$ cat src/rtl/game_session_ctrl.sv
// game_session_ctrl: session FSM for Frogger (IDLE/RUNNING/HIT/GAME_OVER) with lives,
//   respawn delay, game-over hold, best-level record and optional history writes.
// Optional feature macro: SESSION_HISTORY_EN (history log over the register-file write port).
// Ports: i_Clk, i_Rst_L (async active-low), i_Start, i_Has_Collided, i_Level_Up in;
//   o_Game_Active, o_Frog_Reset, o_Lives[1:0], o_Level[7:0], o_Best_Level[7:0], o_Game_Over,
//   o_Write_En, o_Write_Addr[4:0], o_Write_Data[7:0] out. All outputs registered.
module game_session_ctrl #(
   parameter int C_LIVES_INI        = 3,
   parameter int C_RESPAWN_CYCLES   = 25_000_000,
   parameter int C_GAME_OVER_CYCLES = 75_000_000
) (
   input  logic       i_Clk,
   input  logic       i_Rst_L,
   input  logic       i_Start,
   input  logic       i_Has_Collided,
   input  logic       i_Level_Up,
   output logic       o_Game_Active,
   output logic       o_Frog_Reset,
   output logic [1:0] o_Lives,
   output logic [7:0] o_Level,
   output logic [7:0] o_Best_Level,
   output logic       o_Game_Over,
   output logic       o_Write_En,
   output logic [4:0] o_Write_Addr,
   output logic [7:0] o_Write_Data
);

   localparam int C_TIMER_MAX = (C_RESPAWN_CYCLES > C_GAME_OVER_CYCLES) ?
                                C_RESPAWN_CYCLES : C_GAME_OVER_CYCLES;
   localparam int TW = $clog2(C_TIMER_MAX);

   typedef enum logic [1:0] {S_IDLE, S_RUNNING, S_HIT, S_GAME_OVER} state_t;

   state_t          r_State;
   logic [TW-1:0]   r_Timer;
   logic            r_Start_Q;
   logic            r_Coll_Q;
   logic            start_rise;
   logic            coll_rise;

   // Edge detection: a held switch or a lingering collision level must not retrigger.
   assign start_rise = i_Start & ~r_Start_Q;
   assign coll_rise  = i_Has_Collided & ~r_Coll_Q;

`ifdef SESSION_HISTORY_EN
   logic [4:0] r_Ptr;
`else
   assign o_Write_En   = 1'b0;
   assign o_Write_Addr = 5'd0;
   assign o_Write_Data = 8'd0;
`endif

   always_ff @(posedge i_Clk or negedge i_Rst_L) begin
      if (!i_Rst_L) begin
         r_State       <= S_IDLE;
         r_Timer       <= '0;
         r_Start_Q     <= 1'b0;
         r_Coll_Q      <= 1'b0;
         o_Game_Active <= 1'b0;
         o_Frog_Reset  <= 1'b0;
         o_Lives       <= 2'd0;
         o_Level       <= 8'd0;
         o_Best_Level  <= 8'd0;
         o_Game_Over   <= 1'b0;
`ifdef SESSION_HISTORY_EN
         r_Ptr         <= 5'd0;
         o_Write_En    <= 1'b0;
         o_Write_Addr  <= 5'd0;
         o_Write_Data  <= 8'd0;
`endif
      end else begin
         r_Start_Q    <= i_Start;
         r_Coll_Q     <= i_Has_Collided;
         o_Frog_Reset <= 1'b0;
`ifdef SESSION_HISTORY_EN
         o_Write_En   <= 1'b0;
`endif
         case (r_State)
            S_IDLE: begin
               if (start_rise) begin
                  r_State       <= S_RUNNING;
                  o_Game_Active <= 1'b1;
                  o_Frog_Reset  <= 1'b1;
                  o_Lives       <= 2'(C_LIVES_INI);
                  o_Level       <= 8'd0;
               end
            end
            S_RUNNING: begin
               // Collision has priority; a coincident level-up is dropped.
               if (coll_rise) begin
                  r_State       <= S_HIT;
                  o_Game_Active <= 1'b0;
                  o_Lives       <= o_Lives - 2'd1;
                  r_Timer       <= TW'(C_RESPAWN_CYCLES - 1);
               end else if (i_Level_Up && (o_Level != 8'hFF)) begin
                  o_Level <= o_Level + 8'd1;
               end
            end
            S_HIT: begin
               if (r_Timer == '0) begin
                  if (o_Lives == 2'd0) begin
                     r_State     <= S_GAME_OVER;
                     o_Game_Over <= 1'b1;
                     r_Timer     <= TW'(C_GAME_OVER_CYCLES - 1);
                     // Best-level and history are updated so they are visible
                     // on the first GAME_OVER cycle.
                     if (o_Level > o_Best_Level)
                        o_Best_Level <= o_Level;
`ifdef SESSION_HISTORY_EN
                     o_Write_En   <= 1'b1;
                     o_Write_Addr <= r_Ptr;
                     o_Write_Data <= o_Level;
                     r_Ptr        <= r_Ptr + 5'd1;
`endif
                  end else begin
                     r_State       <= S_RUNNING;
                     o_Game_Active <= 1'b1;
                     o_Frog_Reset  <= 1'b1;
                  end
               end else begin
                  r_Timer <= r_Timer - TW'(1);
               end
            end
            S_GAME_OVER: begin
               if (r_Timer == '0) begin
                  r_State     <= S_IDLE;
                  o_Game_Over <= 1'b0;
               end else begin
                  r_Timer <= r_Timer - TW'(1);
               end
            end
            default: r_State <= S_IDLE;
         endcase
      end
   end

endmodule

$ cat config.mk
export PLATFORM = sky130hd
export DESIGN_NAME = game_session_ctrl
export DESIGN_NICKNAME = d
export VERILOG_FILES = /design/src/rtl/game_session_ctrl.sv
export SDC_FILE = /design/constraint.sdc
export NUM_CORES = 1
export LEC_CHECK = 0
export CAP_MARGIN = 20
export CORE_ASPECT_RATIO = 0.75
export CORE_MARGIN = 8
export CORE_UTILIZATION = 55
export DETAILED_ROUTE_END_ITERATION = 10
export GPL_TIMING_DRIVEN = 0
export HOLD_SLACK_MARGIN = 0.12
export PLACE_DENSITY = 0.87
export SLEW_MARGIN = 20
export SYNTH_ARGS = -nofsm -noshare
export SYNTH_HDL_FRONTEND = slang
export SYNTH_SLANG_ARGS = --single-unit
$ cat constraint.sdc
create_clock -name i_Clk -period 4.93 [get_ports i_Clk]
set_input_delay 0.986 -clock i_Clk [delete_from_list [all_inputs] [get_ports i_Clk]]
set_output_delay 0.986 -clock i_Clk [all_outputs]
set_load 0.03 [all_outputs]
==> impl_metrics.env, run 1 <==
export IMPL_status="finished clean"
export IMPL_grt_pass1_wl_um=13200
export IMPL_fin_crit_sh_pct=59.3
export IMPL_drc=0
export IMPL_cts_clk_slew_worst_paths_ns=0.09
export IMPL_slew_headroom_pct=32.2
export IMPL_cap_violations=0
export IMPL_synth_cells=339
export IMPL_p_int_w=0.000867
export IMPL_initial_core_util_pct=57.6
export IMPL_die_area_um2=8360
export IMPL_syn_to_final_growth_pct=16.1
export IMPL_syn_area_um2=3120
export IMPL_yosys_cell_types_count=56
export IMPL_ys_ff_latch=52
export IMPL_synth_simple_gate_area_share_pct=25.8
export IMPL_clkPwrFrac_pct=20.6
export IMPL_wl_per_cell_um=17.2
export IMPL_dp_hpwl_um=5750
export IMPL_ys_warn_count=0
export IMPL_p_comb_share_pct=37.3
export IMPL_synth_yosys_seq_area_share_pct=41.7
export IMPL_r2r_start="r_Timer[2]"
export IMPL_htreeDepth=2
export IMPL_reg2reg_to="r_Timer[26]"
export IMPL_grt_ovfl_total=0
export IMPL_nets=401
export IMPL_die_h_um=81.2
export IMPL_cp_end_kind="register"
export IMPL_vias=2738
export IMPL_powerDensity_nw_per_um2=399
export IMPL_final_common_cell="dfrtp_1"
export IMPL_netlist_area_leader_share_pct=41.7
export IMPL_power_net_switching_w=0.000578
export IMPL_layout_common_cells="52 x dfrtp_1, 37 x nor2_1, 30 x nand2_1"
export IMPL_worstHoldPathCells=1
export IMPL_multi_input_area_um2=1660
export IMPL_worstHoldPathType="register to register"
export IMPL_area_sequential_um2=1300
export IMPL_worst_slew_pin_slew_ns=1.01
export IMPL_rrSetupSlack_ns=2.18
export IMPL_synth_edf_count=0
export IMPL_synth_compound_area_share_pct=13.9
export IMPL_required_ns=5.13
export IMPL_drt_iter0_markers=256
export IMPL_drt_pass1_iterations=5
export IMPL_seqPwrFrac_pct=42.0
export IMPL_numCtsBuffers=5
export IMPL_postCtsHoldBufs=0
export IMPL_port_buffers=25
export IMPL_antenna_found_initial=0
export IMPL_utilization_pct=66.9
export IMPL_switching_share_pct=40.0
export IMPL_avgSynthCellArea_um2=9.20
export IMPL_cp_start_kind="primary input"
export IMPL_routabilityCongestion=0.975
export IMPL_synth_async_reset_ratio_pct=100
export IMPL_synthAdderAreaFrac_pct=4.82
export IMPL_synth_area_top_cells="dfrtp_1 42%, ha_1 4.8%, nor2_1 4.5%, nand2_1 3.6%, buf_4 3.4%"
export IMPL_whs_ns=0.509
export IMPL_drive_above_1_share_pct=10.9
export IMPL_cts_resized=0
export IMPL_drt_wl_total_um=7910
export IMPL_drtAntennaViolNets=0
export IMPL_fillCellCount=416
export IMPL_tns_ns=0
export IMPL_worstHoldStart="r_Timer[22]"
export IMPL_num_rows=23
export IMPL_path_max_fanout=10
export IMPL_dominantRegCellSynth="dfrtp_1"
export IMPL_cp_data_arrival_time_ns=3.13
export IMPL_p_leak_nw=1.52
export IMPL_finalHoldViolations=0
export IMPL_crit_type="primary input to register"
export IMPL_n_antenna_cell=0
export IMPL_synth_mux_area_share_pct=3.21
export IMPL_clockRootBuffer="clkbuf_8"
export IMPL_power_w=0.00145
export IMPL_worstSkewPairLatency_ns=0.32
export IMPL_core_um2=5410
export IMPL_ios=40
export IMPL_clock_skew_ns=0.00890
export IMPL_min_period_ns=2.92
export IMPL_synth_xor_area_share_pct=3.93
export IMPL_grt_max_degree=53
export IMPL_cts_sinks=52
export IMPL_drv_slew=0
export IMPL_postCtsSetupBuffers=0
export IMPL_die_w_um=103
export IMPL_clk_path_buf_depth=2
export IMPL_yosysTopAreaCell="dfrtp_1"
export IMPL_holdPathEnd="r_Timer[22]"
export IMPL_cts_tree="built"
export IMPL_synth_top_family_by_area="simple AND/OR/NAND/NOR gates"
export IMPL_grt_use_total_pct=20.0
export IMPL_vdd_ir_drop_max_v=0.000346
export IMPL_fmax_mhz=342
export IMPL_finalSetupViolations=0
export IMPL_avgViaCountPerCell=5.95
export IMPL_grt_pass1_vias=2690
export IMPL_reg2reg_depth=6
export IMPL_rsz0062_at_grt="no"
stage by stage:
stage                     setup WS (ns)  cell area, um2  cells
final                              2.01            3620    460
after global routing               1.93            3620    460
after CTS                          2.06            3620    460
after detailed placement           1.80            3510    452
after global placement             1.31            3510    452
after floorplan                    2.59            3170    352
logic make-up (layout without fill, tap and decap cells):
logic type / after synthesis / after routing
AOI/OAI and AO/OA: 65 / 65
buffers and inverters: 36 / 69
and+or+nand+nor: 150 / 150
adders and majority gates: 12 / 12
xor gates and xnor gates: 14 / 14
muxes: 9 / 9
other: 1 / 14
DFF: 52 / 52
cell usage after synthesis, drive strengths merged (6+ instances only):
cell type  number
nor2           38
nor2b           6
clkbuf          6
or4             6
nand3          11
nor4           10
o21ai          19
ha             12
nand4           7
dfrtp          52
xnor2           9
and3            6
nand2b          6
nor3           13
a31oi           6
inv            13
a21oi          17
buf            16
or3             7
nand2          30
mux2            8
per-layer routing:
| metal | vias up | track usage [%] | wire length [um] |
|---|---|---|---|
| met5 | - | 0 | 0 |
| met4 | 0 | 7.63 | 128 |
| met3 | 14 | 3.33 | 633 |
| met2 | 120 | 31.0 | 3660 |
| met1 | 1320 | 27.4 | 3490 |
| li1 | 1284 | - | - |
power by group through the flow:
stage                     Combinational [W]  Clock, W  Sequential [W]
after floorplan                    0.000334         0        0.000637
after global placement             0.000507         0        0.000607
after detailed placement           0.000532         0        0.000612
after CTS                          0.000534  0.000302        0.000604
after global routing               0.000588  0.000321        0.000622
final                              0.000540  0.000298        0.000607
cell type report:
cell class | count | share of cell area (%)
Clock inverter | 3 | 1.18
Tap cell | 75 | 2.59
Multi-Input combinational cell | 264 | 45.9
Sequential cell | 52 | 35.9
Timing Repair Buffer | 25 | 6.84
Clock buffer | 5 | 1.90
Inverter | 14 | 1.45
Buffer | 22 | 4.15
critical path: stages:
cell and delay [ns]:
clkdlybuf4s50_1 0.52, nand2b_1 0.10, nor2_1 0.79, nor2_8 0.14
inv_2 0.11, buf_6 0.14, o21ai_0 0.11, a22o_1 0.22
sequential cells by signal, summed over array words and instances (netlist names):
name and cells:
r_Timer 27, o_Game_Over 1, o_Game_Active 1, o_Frog_Reset 1, o_Lives 2, r_Start_Q 1, o_Level 8, r_Coll_Q 1
o_Best_Level 8, r_State 2
worst max-delay path by stage:
stage,start,cells after the start,slack (ns),to
after CTS,i_Has_Collided,8,2.06,r_Timer[18]
final,i_Has_Collided,8,2.01,r_Timer[18]
after detailed placement,i_Has_Collided,8,1.80,r_Timer[18]
after global placement,i_Rst_L,1,1.31,o_Best_Level[3]
after global routing,i_Has_Collided,8,1.93,r_Timer[18]
after floorplan,r_Timer[15],8,2.59,r_Timer[26]
No activity file was read; power rests on OpenSTA's default activity.
==> run 2, diff against run 1 <==
==> constraint.sdc (replaced) <==
create_clock -name i_Clk -period 3.1 [get_ports i_Clk]
set_input_delay 0.62 -clock i_Clk [delete_from_list [all_inputs] [get_ports i_Clk]]
set_output_delay 0.62 -clock i_Clk [all_outputs]
set_load 0.03 [all_outputs]
==> results of run 2 <==
The final DEF is identical to that of run 1. Status: finished clean.
Among the figures that moved: setup slack after placement 1.80 ns -> 0.334 ns; clock-pin slew on the worst setup and hold paths 0.09 ns -> 0.10 ns; setup slack after layout 2.01 ns -> 0.354 ns; hold slack 0.509 ns -> 0.328 ns; start point of the critical path i_Has_Collided -> r_Timer[2]; end point of the critical path r_Timer[18] -> r_Timer[26]; register-to-register setup slack 2.18 ns -> 0.35 ns; total power 0.00145 W -> 0.00230 W; worst IR drop on VDD 0.000346 V -> 0.000551 V
